<file path="src/rtl/net_tx_arbiter_pkg.sv">
// Shared definitions for the network transmit arbiter: FSM states, the
// filler byte used for aborted frames, source slot numbering and the
// modular index helper used by the round-robin selector.
package net_tx_arbiter_pkg;

  typedef enum logic [2:0] {
    ST_IDLE  = 3'd0,
    ST_FWD   = 3'd1,
    ST_ABORT = 3'd2,
    ST_DRAIN = 3'd3,
    ST_GAP   = 3'd4
  } arb_state_e;

  // Byte emitted on the single terminating beat of an aborted frame.
  localparam logic [7:0] NET_ABORT_FILL = 8'h00;

  // Source slot numbering used by the network top level.
  localparam int SRC_ARP_REPLY = 0;
  localparam int SRC_ARP_QUERY = 1;
  localparam int SRC_UDP       = 2;

  // (base + off) mod n for base, off < n.
  function automatic int rr_wrap(input int base, input int off, input int n);
    int s;
    s = base + off;
    if (s >= n) s = s - n;
    return s;
  endfunction

endpackage

</file>
<file path="src/rtl/net_tx_arbiter_rr_pick.sv">
// Rotate-priority selector: returns the first asserted request found when
// searching upward from the pointer with wrap-around, as one-hot and index.
module rr_pick
  import net_tx_arbiter_pkg::*;
#(
  parameter int N     = 3,
  parameter int PTR_W = 2
) (
  input  logic [N-1:0]     req_in,
  input  logic [PTR_W-1:0] ptr_in,
  output logic [N-1:0]     onehot_out,
  output logic [PTR_W-1:0] idx_out,
  output logic             any_out
);

  // Scan from farthest to nearest so the request closest to the pointer wins.
  always_comb begin
    onehot_out = '0;
    idx_out    = '0;
    any_out    = |req_in;
    for (int k = N - 1; k >= 0; k--) begin
      if (req_in[rr_wrap(int'(ptr_in), k, N)]) begin
        onehot_out = '0;
        onehot_out[rr_wrap(int'(ptr_in), k, N)] = 1'b1;
        idx_out = PTR_W'(rr_wrap(int'(ptr_in), k, N));
      end
    end
  end

endmodule

</file>
<file path="src/rtl/net_tx_arbiter.sv">
// Frame-granular round-robin arbiter for the 8-bit network transmit stream.
// The grant is held for a whole frame, an idle gap follows every frame, and
// a source that stalls mid-frame for too long has its frame terminated with
// a filler beat while the rest of its frame is drained and discarded.
//
// Handshake: a beat moves on any stream when valid & ready are both high at
// the rising clock edge; valid never depends on ready, data/last are only
// meaningful while valid is high.
module net_tx_arbiter
  import net_tx_arbiter_pkg::*;
#(
  parameter int N_SRC          = 3,
  parameter int IFG_CYCLES     = 4,
  parameter int TIMEOUT_CYCLES = 1024,
  parameter int CNT_W          = 11
) (
  input  logic               logic_clk,
  input  logic               logic_rst,
  input  logic [8*N_SRC-1:0] src_tdata_in,
  input  logic [N_SRC-1:0]   src_tvalid_in,
  output logic [N_SRC-1:0]   src_tready_out,
  input  logic [N_SRC-1:0]   src_tlast_in,
  output logic [7:0]         net_tdata_out,
  output logic               net_tvalid_out,
  input  logic               net_tready_in,
  output logic               net_tlast_out,
  output logic [N_SRC-1:0]   grant_out,
  output logic               busy_out,
  output logic               abort_out
);

  localparam int PTR_W = (N_SRC > 2) ? 2 : 1;
  localparam logic [CNT_W-1:0] CNT_MAX  = '1;
  localparam logic [CNT_W-1:0] TO_VAL   = CNT_W'(TIMEOUT_CYCLES);
  localparam logic [CNT_W-1:0] GAP_LAST = (IFG_CYCLES > 0) ? CNT_W'(IFG_CYCLES - 1) : '0;

  arb_state_e         state_q, state_d;
  logic [N_SRC-1:0]   grant_q, grant_d;
  logic [PTR_W-1:0]   gidx_q, gidx_d;
  logic [PTR_W-1:0]   ptr_q, ptr_d;
  logic [CNT_W-1:0]   cnt_q, cnt_d;
  logic               abort_q, abort_d;

  logic [N_SRC-1:0]   pick_onehot;
  logic [PTR_W-1:0]   pick_idx;
  logic               pick_any;
  logic               g_valid, g_last;
  logic [7:0]         g_data;
  logic [PTR_W-1:0]   ptr_next;
  logic [CNT_W-1:0]   cnt_inc;
  logic               frame_done;

  rr_pick #(
    .N     (N_SRC),
    .PTR_W (PTR_W)
  ) u_rr_pick (
    .req_in     (src_tvalid_in),
    .ptr_in     (ptr_q),
    .onehot_out (pick_onehot),
    .idx_out    (pick_idx),
    .any_out    (pick_any)
  );

  // Signals of the currently granted source.
  always_comb begin
    g_valid = 1'b0;
    g_last  = 1'b0;
    g_data  = 8'h00;
    for (int i = 0; i < N_SRC; i++) begin
      if (gidx_q == PTR_W'(i)) begin
        g_valid = src_tvalid_in[i];
        g_last  = src_tlast_in[i];
        g_data  = src_tdata_in[8*i +: 8];
      end
    end
  end

  // Next-state logic: arbitration, frame tracking, stall timeout and gap.
  always_comb begin
    state_d    = state_q;
    grant_d    = grant_q;
    gidx_d     = gidx_q;
    ptr_d      = ptr_q;
    cnt_d      = cnt_q;
    abort_d    = 1'b0;
    frame_done = 1'b0;
    ptr_next   = (gidx_q == PTR_W'(N_SRC - 1)) ? '0 : gidx_q + 1'b1;
    cnt_inc    = (cnt_q == CNT_MAX) ? cnt_q : cnt_q + 1'b1;

    case (state_q)
      ST_IDLE: begin
        cnt_d = '0;
        if (pick_any) begin
          grant_d = pick_onehot;
          gidx_d  = pick_idx;
          state_d = ST_FWD;
        end
      end
      ST_FWD: begin
        if (g_valid && net_tready_in && g_last) begin
          // A completed frame always wins over a timeout.
          frame_done = 1'b1;
        end else if (g_valid) begin
          cnt_d = '0;
        end else begin
          cnt_d = cnt_inc;
          if ((TIMEOUT_CYCLES != 0) && (cnt_inc == TO_VAL)) begin
            state_d = ST_ABORT;
            abort_d = 1'b1;
          end
        end
      end
      ST_ABORT: begin
        if (net_tready_in) begin
          state_d = ST_DRAIN;
          cnt_d   = '0;
        end
      end
      ST_DRAIN: begin
        // Source is held ready; its remaining beats are swallowed here.
        if (g_valid && g_last) frame_done = 1'b1;
      end
      ST_GAP: begin
        if (cnt_q >= GAP_LAST) begin
          state_d = ST_IDLE;
          cnt_d   = '0;
        end else begin
          cnt_d = cnt_inc;
        end
      end
      default: begin
        state_d = ST_IDLE;
        grant_d = '0;
        cnt_d   = '0;
      end
    endcase

    if (frame_done) begin
      ptr_d   = ptr_next;
      grant_d = '0;
      cnt_d   = '0;
      state_d = (IFG_CYCLES == 0) ? ST_IDLE : ST_GAP;
    end
  end

  // Arbiter state registers.
  always_ff @(posedge logic_clk or posedge logic_rst) begin
    if (logic_rst) begin
      state_q <= ST_IDLE;
      grant_q <= '0;
      gidx_q  <= '0;
      ptr_q   <= PTR_W'(SRC_ARP_REPLY);
      cnt_q   <= '0;
      abort_q <= 1'b0;
    end else begin
      state_q <= state_d;
      grant_q <= grant_d;
      gidx_q  <= gidx_d;
      ptr_q   <= ptr_d;
      cnt_q   <= cnt_d;
      abort_q <= abort_d;
    end
  end

  // Stream steering; everything idles outside FWD/ABORT/DRAIN.
  always_comb begin
    net_tvalid_out = 1'b0;
    net_tdata_out  = 8'h00;
    net_tlast_out  = 1'b0;
    src_tready_out = '0;
    case (state_q)
      ST_FWD: begin
        net_tvalid_out = g_valid;
        net_tdata_out  = g_valid ? g_data : 8'h00;
        net_tlast_out  = g_last;
        src_tready_out = grant_q & {N_SRC{net_tready_in}};
      end
      ST_ABORT: begin
        net_tvalid_out = 1'b1;
        net_tdata_out  = NET_ABORT_FILL;
        net_tlast_out  = 1'b1;
      end
      ST_DRAIN: begin
        src_tready_out = grant_q;
      end
      default: begin
        net_tvalid_out = 1'b0;
      end
    endcase
  end

  assign grant_out = grant_q;
  assign busy_out  = (state_q != ST_IDLE);
  assign abort_out = abort_q;

endmodule

</file>
<file path="config.mk">
export PLATFORM = sky130hd
export DESIGN_NAME = net_tx_arbiter
export DESIGN_NICKNAME = d
export VERILOG_FILES = /design/src/rtl/net_tx_arbiter_pkg.sv /design/src/rtl/net_tx_arbiter_rr_pick.sv /design/src/rtl/net_tx_arbiter.sv
export SDC_FILE = /design/constraint.sdc
export NUM_CORES = 1
export LEC_CHECK = 0
export CAP_MARGIN = 40
export CORE_AREA = 2 2 64 66
export CTS_CLUSTER_DIAMETER = 80
export CTS_CLUSTER_SIZE = 20
export DETAILED_ROUTE_END_ITERATION = 7
export DIE_AREA = 0 0 66 68
export PLACE_DENSITY = 0.84
export SYNTH_ARGS = -nofsm -noshare
export SYNTH_HDL_FRONTEND = slang
export SYNTH_SLANG_ARGS = --single-unit
</file>
<file path="constraint.sdc">
create_clock -name logic_clk -period 4.9 [get_ports logic_clk]
set_input_delay 0.98 -clock logic_clk [delete_from_list [all_inputs] [get_ports logic_clk]]
set_output_delay 0.98 -clock logic_clk [all_outputs]
set_load 0.005 [all_outputs]
</file>
==> results by stage, run 1 <==
Global routing:
- The total global-route track usage is 0.2344.
- The total grt overflow is 0.
- The initial antenna violation count came to 0.
- The global-route wire length before repair is between 8 and 9 mm.
- Entering global routing, the biggest net connects 21 pins.
- The via count of the first global-routing pass is roughly 1800.

Finish:
- Leaving out fill and tap cells, the most frequent cell in the layout is clkdlybuf4s50_1.
- The finished layout holds 336 standard cells, fillers aside.
- The layout cell share with drive strength beyond 1 is 0.07343.
- From synthesis to final layout, the design area changed by 28.21%.
- The count of fill cells added during filler insertion is between 300 and 400.
- The count of antenna diodes in the layout is 0.
- In the layout the commonest cells are 50 x clkdlybuf4s50_1, 35 x nor2_1, 24 x a21oi_1.
- Measured on the finished design, the core utilization comes to 0.6489.
- After routing the design area is between 2000 and 3000 um2.
- The final layout net count is about 320.

Die:
- The initial core utilization is 0.5062.
- The height of the die is 68 um.
- The top-level port count is 51.
- The number of rows in the core area is 23.
- The floorplan step defined a die boundary enclosing roughly 4500 um2.
- The total area inside the core boundary comes to about 3900 um2.
- The die boundary width is ~66 um.

Timing:
- The number of setup violations in the final report is 0.
- Setup repair after global routing left no endpoint under its margin.
- The worst-case setup margin in the final layout is approximately 0.83 ns.
- The final critical path time including I/O delays and setup is roughly 4.1 ns.
- The number of pins exceeding their max-slew limit in the final report was 0.
- The setup TNS is 0 ns.
- The worst pin sits at a relative slew slack of 0.5142.
- The final count of hold timing violations came to 0.
- The transition time of the tightest slew-check pin is a little over 0.7 ns.
- In the finished design, the share of the clock period the worst path needs comes to 0.8306.
- The post-route worst hold slack is approximately 0.52 ns.
- The setup skew after layout is 0.01447 ns.
- Timing would allow up to ~250 MHz.

Synth:
- In this run, synthesis produced a sequential element count of 22.
- Of all flip-flops after synthesis, the portion carrying an async set or reset was 1.000.
- The net count after synthesis is between 200 and 300.
- The cell count after synthesis came out at roughly 250.
- In the synthesized netlist the dominant register cell turns out to be dfrtp_1.
- Yosys printed 0 warnings.
- The post-synthesis cell type count is 63.
- The sequential area share after synthesis is 0.2821.
- Yosys mapped a number of flops with a built-in enable equal to 0.
- The area of the mapped netlist is about 2000 um2.
- The mean area per synthesized cell is about 8 um2.

Clock network:
- The clock buffer count from CTS is 3.
- The tree is rooted in a clkbuf_8.
- The number of hold buffers added after CTS is 0.
- The latest clock arrival within the worst-skew pair is around 0.27 ns.
- CTS built an H-tree with a depth of 1.
- The setup fix buffers added after clock tree synthesis is 0.
- After clock tree synthesis, the repair step resized 0 gates.
- The TritonCTS clock tree is done.
- The longest clock path from root to sink contains 2 buffers.
- The clock input transition at the sequential cells of the worst setup and hold paths is 0.09 ns.
- Clock tree synthesis found a total of 22 sinks.

Drt:
- The wire length per cell after detailed routing is about 15 um.
- In this run, the number of DRC markers left after iteration 0 of detailed routing was 140.
- The detailed-router iteration count before antenna repair is 5.
- The total via count in the routed design is around 2000.
- In the routed layout, each cell is associated on average with a via count of roughly 6.
- After detailed routing, the number of remaining DRC violations is 0.
- In this run the remaining antenna-violating nets after routing total 0.
- Wires add up to between 5 and 6 mm.

Critical path:
- The worst register-to-register path ends at state_q[1].
- The launching point of the worst reg2reg path is gidx_q[0].
- Among cell families on the critical path, the largest total delay comes from buffers and inverters.
- Traced cell by cell, the critical path runs through clkdlybuf4s50_1, mux2i_1, o22ai_1, nand2_1, nor2_1, clkdlybuf4s50_1.
- The endpoint type of the worst setup path is a primary output.
- The delay contributed by the slowest stage of the critical path is roughly 0.6 ns.
- The critical path start-end classification is in2out.
- The kind of start point of the critical path is an input port.
- The worst register-to-register path has a setup slack of 2.36 ns.
- Data on the critical path is required at its endpoint by between 3 and 4 ns.
- The arrival time of data at the critical path endpoint is 3.09 ns.
- The highest fanout seen on the critical path is 8.
- The slowest cell on the critical path is clkdlybuf4s50_1.
- In this design, the critical path's most frequently occurring cell is clkdlybuf4s50_1.
- The number of buffers and inverters on the critical path is 2.
- The worst reg-to-reg path cell count is 6.

Placement:
- The cell total after placement is between 300 and 400.
- OpenSTA, run right after detailed placement, puts the worst setup slack at between 0.8 and 0.9 ns.
- After legalization and detailed placement, the total HPWL measured between 3 and 4 mm.
- In this run the cell area measured after placement is roughly 2400 um2.
- The number of buffers inserted by port buffering is 50.
- The congestion estimate from routability-driven global placement came to 0.8823.

Run:
- Max-cap violations in this run came to 0.

Pwr:
- The power spent charging and discharging nets is ~0.47 mW.
- The share of total power dissipated in combinational logic is 0.578.
- Of the total power, the clock network draws 0.151.
- Overall power consumption after layout is estimated at 1.121 mW.
- The worst IR drop on VDD is 0.2979 mV.
- In this run the static leakage power is 1.041 nW.
- Dividing total power by cell area gives a power density of 448.0 nW/um2.
- The proportion of power drawn by flip-flops and latches is 0.271.
- The switching fraction of total power is 0.4229.
- The cell internal power dissipation is ~0.65 mW.

Hold path:
- The end point of the most critical hold path is grant_out[2].
- The startpoint of the tightest hold check path is grant_out[2].
- The count of cells along the worst hold path is 1.
- The min-delay analysis places its worst path in the category reg2reg.

Run status:
- The run finished with clean final reports.
power by group through the flow:
stage,clock network [mW],registers [mW],logic (mW)
global placement,0,0.305,0.625
global route,0.182,0.314,0.732
detailed placement,0,0.305,0.641
CTS,0.171,0.303,0.648
finish,0.170,0.304,0.648
floorplan,0,0.252,0.469
worst max-delay path by stage:
stage / startpoint / to / slack, ns / depth (start not counted)
finish: src_tvalid_in[2] / net_tdata_out[7] / 0.83 / 6
global route: src_tvalid_in[0] / net_tdata_out[6] / 0.66 / 6
CTS: src_tvalid_in[0] / net_tdata_out[7] / 0.84 / 6
detailed placement: src_tvalid_in[0] / net_tdata_out[7] / 0.84 / 6
global placement: src_tvalid_in[2] / net_tdata_out[5] / 0.90 / 6
floorplan: src_tvalid_in[2] / net_tdata_out[0] / 2.20 / 4
cell families (layout without fill, tap and decap cells):
family,Yosys count,in the layout,synth area share
xor+xnor,2,2,0.008976
simple gates,98,98,0.2635
mux,10,10,0.05128
flops,22,22,0.2821
fa+ha+maj,3,3,0.01923
compound gates,86,86,0.2987
buf+inv,28,65,0.07628
synth_stat cells (3+ instances only):
cell type  count  area [um2]
a21o_1         6       45.04
a21oi_1       24       120.1
a22o_1         3       26.28
a31oi_1        3       18.77
and3_1         3       18.77
buf_2          6       30.03
buf_6          3       33.78
clkbuf_1       6       22.52
dfrtp_1       22       550.5
ha_1           3       37.54
inv_1         10       37.54
mux2i_1       10       100.1
nand2_1       15       56.30
nand2b_1       3       18.77
nand3_1        5       25.02
nand4_1        5       31.28
nor2_1        35       131.4
nor2b_1        7       43.79
nor3_1         5       25.02
o21ai_0       18       90.09
o21ai_1        5       25.02
o31ai_1        4       30.03
registers in the layout, summed over array words and instances (netlist names):
register and count:
abort_out 1, cnt_q 11, gidx_q 2, grant_out 3
ptr_q 2, state_q 3
cell type report:
type | instances | area [um2] | area share
Sequential cell | 22 | 550.5 | 0.2200
Tap cell | 50 | 62.56 | 0.02500
Inverter | 10 | 37.54 | 0.01500
Multi-Input combinational cell | 199 | 1252 | 0.5005
Clock buffer | 3 | 41.29 | 0.01650
Timing Repair Buffer | 51 | 528.0 | 0.2110
Clock inverter | 1 | 30.03 | 0.01200
layer usage:
layer,up-vias,track usage,wire length [um]
met5,-,0,0
met4,0,0.05357,27
met3,4,0.03289,297
met2,78,0.4078,2592
met1,956,0.3108,2140
li1,980,-,-
No activity file was read; power rests on OpenSTA's default activity.
==> run 2: changes to the inputs <==
--- a/config.mk
+++ b/config.mk
@@ -6,12 +6,12 @@
 export NUM_CORES = 1
 export LEC_CHECK = 0
 export CAP_MARGIN = 40
-export CORE_AREA = 2 2 64 66
+export CORE_AREA = 2 2 67 69
 export CTS_CLUSTER_DIAMETER = 80
 export CTS_CLUSTER_SIZE = 20
 export DETAILED_ROUTE_END_ITERATION = 7
-export DIE_AREA = 0 0 66 68
-export PLACE_DENSITY = 0.84
+export DIE_AREA = 0 0 69 71
+export PLACE_DENSITY = 0.77
 export SYNTH_ARGS = -nofsm -noshare
 export SYNTH_HDL_FRONTEND = slang
 export SYNTH_SLANG_ARGS = --single-unit
==> constraint.sdc (replaced) <==
create_clock -name logic_clk -period 4.15 [get_ports logic_clk]
set_input_delay 0.83 -clock logic_clk [delete_from_list [all_inputs] [get_ports logic_clk]]
set_output_delay 0.83 -clock logic_clk [all_outputs]
set_load 0.005 [all_outputs]
==> run 2 against run 1 <==
Sequential cell count is the same. Highest routed layer unchanged. Final cell count up 1.2%. First-iteration DRC count decreased by 14%. Worst hold slack better by 0.0053 ns. Die area up 9.2%. Critical endpoint is now net_tdata_out[4].
==> results by stage, run 2 (same netlist as run 1, synthesis figures left out) <==
Pwr:
- The worst IR drop on VDD is 0.3277 mV (was 0.2979 mV).
- The fraction of power consumed by combinational cells came to 0.622 (was 0.578).
- The proportion of power drawn by flip-flops and latches is 0.255 (was 0.271).
- The cell internal power dissipation is 0.7302 mW (was 0.6470 mW).
- The total power divided by cell area is 513.0 nW/um2 (was 448.0 nW/um2).
- The switching fraction of total power was 0.4314 (was 0.4229).
- The static power due to leakage came to 1.044 nW (was 1.041 nW).
- The total power is 1.284 mW (was 1.121 mW).
- The power share of the clock group came to 0.123 (was 0.151).
- The power spent charging and discharging nets is 0.5541 mW (was 0.4742 mW).

Die:
- The initial core utilization came to 0.4643 (was 0.5062).
- The floorplan die area is 4899 um2 (was 4488 um2).
- The number of rows in the core area came to 24 (was 23).
- The height of the die is 71 um (was 68 um).
- The total core area was 4204 um2 (was 3856 um2).
- The top-level port count is 51 (unchanged).
- The die boundary width was 69 um (was 66 um).

Clock network:
- The number of H-tree levels was 1 (unchanged).
- The setup fix buffers added after clock tree synthesis is 0 (unchanged).
- The number of hold buffers added after CTS is 0 (unchanged).
- The number of clock sinks is 22 (unchanged).
- The maximum count of clock buffers along a single path came to 2 (unchanged).
- The clock input transition at the sequential cells of the worst setup and hold paths is 0.08 ns (was 0.09 ns).
- The cell at the root of the clock tree was clkbuf_8 (unchanged).
- The latest clock arrival within the worst-skew pair is 0.27 ns (about the same).
- The clock buffer count from CTS came to 3 (unchanged).
- The post-cts repair resize count is 0 (unchanged).
- The TritonCTS clock tree is done (unchanged).

Timing:
- The setup TNS was 0 ns (unchanged).
- The transition time of the tightest slew-check pin is 0.6713 ns (was 0.7273 ns).
- In the finished design, the share of the clock period the worst path needs comes to 0.9043.
- The relative max-transition margin was 0.5524 (was 0.5142).
- Static timing analysis puts the maximum clock frequency at between 200 and 300 MHz.
- The final count of hold timing violations is 0 (unchanged).
- Subtracting the final worst setup slack from the clock period gives 3.753 ns.
- The number of pins exceeding their max-slew limit in the final report is 0 (unchanged).
- RSZ-0062 raised after global routing: false (unchanged).
- The setup skew after layout was 0.004210 ns (was 0.01447 ns).
- The number of setup violations in the final report is 0 (unchanged).

Critical path:
- The critical path start-end classification is in2out (unchanged).
- The kind of start point of the critical path is an input port (unchanged).
- The highest fanout seen on the critical path is 8 (unchanged).
- The worst path required time is 3.32 ns (was 3.92 ns).
- The arrival time of data at the critical path endpoint is 2.92 ns (was 3.09 ns).
- The slack of the worst reg-to-reg path is 1.95 ns (was 2.36 ns).
- The endpoint type of the worst setup path is a primary output (unchanged).

Drt:
- The wire length per cell after detailed routing is 14.82 um (was 15.05 um).
- The total via count in the routed design is 2016 (was 2018).
- The count of unresolved DRC violations after routing is 0 (unchanged).
- The final routed wirelength across all metal layers came to 5.040 mm (was 5.057 mm).
- The residual antenna-violating net count after detailed routing was 0 (unchanged).
- The number of DRC markers in iteration 0 is 120 (was 140).
- The detailed-router iteration count before antenna repair is 4 (was 5).
- The via count normalized by instance count came to 5.929 (was 6.006).

Finish:
- The design area came to 2504 um2 (was 2502 um2).
- Most frequent cells in the layout: 50 x clkdlybuf4s50_1, 35 x nor2_1, 24 x a21oi_1 (unchanged).
- The number of flip-flops in the largest register is 11 (unchanged).
- The count of antenna diodes in the layout is 0 (unchanged).
- The count of placed standard cells in the final layout, fillers left out is 340 (was 336).
- The final layout net count came to 325 (was 323).
- The layout cell share with drive strength beyond 1 is 0.07986 (was 0.07343).
- The final design utilization is 0.5955 (was 0.6489).
- The most common cell after layout, fill and taps aside is clkdlybuf4s50_1 (unchanged).
- The count of fill cells added during filler insertion was 412 (was 354).
- The signed area change from the synthesized netlist to the final layout came to 28.27% (was 28.21%).
- The register bank with the most flops is cnt_q (unchanged).

Global routing:
- The total global-route track usage is 0.2153 (was 0.2344).
- The initial antenna violation count is 0 (unchanged).
- The largest net degree at the start of global routing is 22 (was 21).
- The global-route wire length before repair is 8.776 mm (was 8.362 mm).
- The via count of the first global-routing pass came to 1981 (was 1831).
- The total grt overflow is 0 (unchanged).

Placement:
- The cell total after placement is 336 (was 332).
- The number of buffers inserted by port buffering is 50 (unchanged).
- The final HPWL from detailed placement was 3.874 mm (was 3.784 mm).
- The routability congestion estimate is 0.8328 (was 0.8823).
- The placed cell area is 2449 um2 (was 2431 um2).

Hold path:
- The path category of the worst min-delay check is reg2reg (unchanged).

Run status:
- Outcome: complete, no violations (unchanged).

Run:
- The total of max-cap violations is 0 (unchanged).
[run 2: critical path, stage by stage]
cell	delay, ns
clkdlybuf4s50_1	0.61
mux2i_1	0.15
o22ai_1	0.37
nand2_1	0.29
nor2_1	0.16
clkdlybuf4s50_1	0.51
[run 2: layout make-up]
class / count / area, um2 / share of cell area
multi-input combinational: 199 / 1252 / 0.5002
tap: 52 / 65.06 / 0.02599
sequential: 22 / 550.5 / 0.2199
inverter: 10 / 37.54 / 0.01499
clock buffer: 4 / 55.05 / 0.02199
timing repair buffer: 53 / 543.0 / 0.2169
[run 2: power by group through the flow]
stage | clock [mW] | sequential, mW | combinational [mW]
detailed placement | 0 | 0.331 | 0.800
global route | 0.174 | 0.338 | 0.905
global placement | 0 | 0.331 | 0.789
finish | 0.158 | 0.328 | 0.799
floorplan | 0 | 0.298 | 0.554
CTS | 0.163 | 0.328 | 0.804
[run 2: final timing paths]
| kind | startpoint | end | depth (start not counted) |
|---|---|---|---|
| hold / removal | grant_out[1] | grant_out[1] | 1 |
| setup reg to reg | cnt_q[0] | cnt_q[4] | 6 |
| setup / recovery | src_tvalid_in[2] | net_tdata_out[4] | 6 |
| hold reg to reg | grant_out[1] | grant_out[1] | 1 |
| max in group asynchronous | logic_rst | cnt_q[1] | 3 |
| min in group asynchronous | logic_rst | grant_out[2] | 2 |
[run 2: per-layer routing]
metal	share of wire	GRT usage
met3	0.044	0.03704
met5	0	0
met4	0.013	0.06100
met1	0.43	0.2712
met2	0.51	0.3803
[run 2: per-stage QoR]
| step | worst slack [ns] | hold slack (ns) |
|---|---|---|
| global placement | 0.4391 | 0.4984 |
| CTS | 0.3946 | 0.5267 |
| global route | 0.1633 | 0.5482 |
| floorplan | 1.748 | 0.4954 |
| detailed placement | 0.3863 | 0.5028 |
| finish | 0.3970 | 0.5295 |
==> run 3: changes to the inputs <==
--- a/config.mk
+++ b/config.mk
@@ -6,12 +6,13 @@
 export NUM_CORES = 1
 export LEC_CHECK = 0
 export CAP_MARGIN = 40
-export CORE_AREA = 2 2 67 69
+export CORE_AREA = 2 2 65 67
+export CTS_BUF_LIST = sky130_fd_sc_hd__clkbuf_8
 export CTS_CLUSTER_DIAMETER = 80
 export CTS_CLUSTER_SIZE = 20
 export DETAILED_ROUTE_END_ITERATION = 7
-export DIE_AREA = 0 0 69 71
-export PLACE_DENSITY = 0.77
+export DIE_AREA = 0 0 67 69
+export PLACE_DENSITY = 0.82
 export SYNTH_ARGS = -nofsm -noshare
 export SYNTH_HDL_FRONTEND = slang
 export SYNTH_SLANG_ARGS = --single-unit
==> constraint.sdc (replaced) <==
create_clock -name logic_clk -period 4.15 [get_ports logic_clk]
set_input_delay 0.415 -clock logic_clk [delete_from_list [all_inputs] [get_ports logic_clk]]
set_output_delay 0.415 -clock logic_clk [all_outputs]
set_load 0.005 [all_outputs]
==> run 3 against run 2 <==
Highest routed layer unchanged. Largest cell class unchanged. Critical path type is now reg2out. Core utilization rose by 4.1 points. Count of clock-buffer cells in the layout fell by 1. Total power rose by 1.9%. Worst setup slack improved by 0.75 ns.
==> results by stage, run 3 (same netlist as run 1, synthesis figures left out) <==
Timing:
- The setup TNS is 0 ns (unchanged).
- The relative max-transition margin came to 0.4883 (was 0.5524).
- The part of the cycle the worst path needs is 0.7244 (was 0.9043).
- The worst-case setup margin in the final layout is 1.144 ns (was 0.3970 ns).
- The transition time of the tightest slew-check pin is 0.7659 ns (was 0.6713 ns).
- The number of setup violations in the final report was 0 (unchanged).
- The number of pins exceeding their max-slew limit in the final report is 0 (unchanged).
- RSZ-0062 raised after global routing: false (unchanged).
- The setup skew after layout came to 0.005895 ns (was 0.004210 ns).
- The maximum achievable frequency was 332.7 MHz (was 266.5 MHz).
- The final count of hold timing violations came to 0 (unchanged).
- The final critical path time including I/O delays and setup is 3.006 ns (was 3.753 ns).

Global routing:
- The via count of the first global-routing pass was 1820 (was 1981).
- The largest net degree at the start of global routing came to 17 (was 22).
- The total global-route track usage was 0.2238 (was 0.2153).
- The initial antenna violation count came to 0 (unchanged).
- The total grt overflow is 0 (unchanged).
- The global-route wire length before repair is 8.321 mm (was 8.776 mm).

Pwr:
- The total power is 1.309 mW (was 1.284 mW).
- The worst IR drop on VDD is 0.2743 mV (was 0.3277 mV).
- The total power divided by cell area came to 525.6 nW/um2 (was 513.0 nW/um2).
- The static power due to leakage is 1.036 nW (was 1.044 nW).

Finish:
- The count of fill cells added during filler insertion is 367 (was 412).
- The final layout net count is 323 (was 325).
- Most frequent cells in the layout: 50 x clkdlybuf4s50_1, 35 x nor2_1, 24 x a21oi_1 (unchanged).
- The count of antenna diodes in the layout is 0 (unchanged).
- The design area is 2490 um2 (was 2504 um2).
- The area of the multi-input gates is 1252 um2 (unchanged).
- The total area of sequential cells is 550.5 um2 (unchanged).
- The count of placed standard cells in the final layout, fillers left out is 336 (was 340).
- The register bank with the most flops is cnt_q (unchanged).
- The most common cell after layout, fill and taps aside is clkdlybuf4s50_1 (unchanged).
- The number of flip-flops in the largest register is 11 (unchanged).
- The layout cell share with drive strength beyond 1 is 0.07343 (was 0.07986).
- The signed area change from the synthesized netlist to the final layout came to 27.56% (was 28.27%).

Clock network:
- The maximum count of clock buffers along a single path is 2 (unchanged).
- The clock buffer count from CTS is 3 (unchanged).
- The TritonCTS clock tree is done (unchanged).
- The setup fix buffers added after clock tree synthesis is 0 (unchanged).
- The latest clock arrival within the worst-skew pair is 0.26 ns (was 0.27 ns).
- The clock input transition at the sequential cells of the worst setup and hold paths was 0.08 ns (about the same).
- The post-cts repair resize count is 0 (unchanged).
- The cell at the root of the clock tree is clkbuf_8 (unchanged).
- The number of clock sinks is 22 (unchanged).
- The number of H-tree levels was 1 (unchanged).
- The number of hold buffers added after CTS is 0 (unchanged).

Placement:
- The placed cell area was 2419 um2 (was 2449 um2).
- The final HPWL from detailed placement is 3.786 mm (was 3.874 mm).
- The routability congestion estimate is 0.8053 (was 0.8328).
- The cell total after placement came to 332 (was 336).
- The placement-stage worst setup slack was 1.241 ns (was 0.3863 ns).
- The number of buffers inserted by port buffering is 50 (unchanged).

Die:
- The die boundary width is 67 um (was 69 um).
- The height of the die is 69 um (was 71 um).
- The top-level port count is 51 (unchanged).
- The total core area is 3914 um2 (was 4204 um2).
- The floorplan die area is 4623 um2 (was 4899 um2).
- The number of rows in the core area came to 23 (was 24).
- The initial core utilization came to 0.4987 (was 0.4643).

Critical path:
- The worst path required time is 3.73 ns (was 3.32 ns).
- The number of buffers and inverters on the critical path came to 1 (was 2).
- The endpoint of the worst register-to-register path is state_q[0] (was cnt_q[4]).
- The end point of the critical path is net_tdata_out[3] (was net_tdata_out[4]).
- The launching point of the worst reg2reg path is gidx_q[1] (was cnt_q[0]).
- The delay contributed by the slowest stage of the critical path is 0.78 ns (was 0.61 ns).
- The arrival time of data at the critical path endpoint is 2.59 ns (was 2.92 ns).
- The critical path start-end classification is reg2out (was in2out).
- The critical path depth is 5 (was 6).
- The slack of the worst reg-to-reg path is 1.65 ns (was 1.95 ns).
- The kind of start point of the critical path is a flip-flop (was input port).
- The worst setup path startpoint is gidx_q[1] (was src_tvalid_in[2]).
- The top cell family by delay on the critical path is flip-flops (was buffers and inverters).
- The endpoint type of the worst setup path is a primary output (unchanged).
- The slowest cell on the critical path is dfrtp_1 (was clkdlybuf4s50_1).
- The worst reg-to-reg path cell count is 5 (was 6).
- Critical path, cell by cell: mux2i_1, o22ai_1, nand2_1, nor2_1, clkdlybuf4s50_1 (was clkdlybuf4s50_1, mux2i_1, o22ai_1, nand2_1, nor2_1, clkdlybuf4s50_1).
- The highest fanout seen on the critical path is 15 (was 8).

Drt:
- The wire length per cell after detailed routing is 14.47 um (was 14.82 um).
- The detailed-router iteration count before antenna repair is 4 (unchanged).
- The number of DRC markers in iteration 0 is 142 (was 120).
- The residual antenna-violating net count after detailed routing is 0 (unchanged).
- The count of unresolved DRC violations after routing is 0 (unchanged).
- The via count normalized by instance count came to 5.830 (was 5.929).
- The total via count in the routed design is 1959 (was 2016).
- The final routed wirelength across all metal layers came to 4.862 mm (was 5.040 mm).

Hold path:
- The path category of the worst min-delay check is in2async (was reg2reg).

Run:
- The total of max-cap violations was 0 (unchanged).

Run status:
- Outcome: complete, no violations (unchanged).
run 3: changes by cell type in the layout (fill, tap and decap cells not counted), sizes merged:
cell,before,now
bufinv,0,1
clkbuf,4,3
buf,3,1
run 3: worst min path at each step:
stage | end | slack [ns] | cells after the start
2_1_floorplan | abort_out | 0.40 | 1
5_1_grt | cnt_q[2] | 0.52 | 2
3_3_place_gp | grant_out[1] | 0.50 | 1
6_report | cnt_q[2] | 0.45 | 2
4_1_cts | cnt_q[2] | 0.48 | 2
3_5_place_dp | grant_out[1] | 0.49 | 1
run 3: power by group:
| group | internal (mW) | switching (mW) | leakage [nW] | total, mW |
|---|---|---|---|---|
| clock | 0.129 | 0.0709 | 0.0357 | 0.200 |
| sequential | 0.259 | 0.0966 | 0.295 | 0.355 |
| combinational | 0.375 | 0.379 | 0.705 | 0.754 |
| total | 0.762 | 0.546 | 1.04 | 1.31 |
run 3: area by class of cell:
class                           instances  area share
Multi-Input combinational cell        199      0.5030
Timing Repair Buffer                   51      0.2070
Inverter                               10     0.01508
Sequential cell                        22      0.2211
Clock buffer                            3     0.01658
Tap cell                               50     0.02513
Clock inverter                          1     0.01206
run 3: metrics by stage:
stage	util	hold slack, ns
floorplan	-	0.4042
global placement	0.6141	0.4999
detailed placement	0.6180	0.4931
CTS	0.6362	0.4778
global route	0.6362	0.5176
finish	0.6362	0.4542
run 3: per-layer routing:
layer / up-vias / GRT usage / wire, um
li1: 981 / - / -
met1: 920 / 0.3073 / 2255
met2: 52 / 0.3608 / 2374
met3: 6 / 0.03263 / 181
met4: 0 / 0.06349 / 51
met5: - / 0 / 0
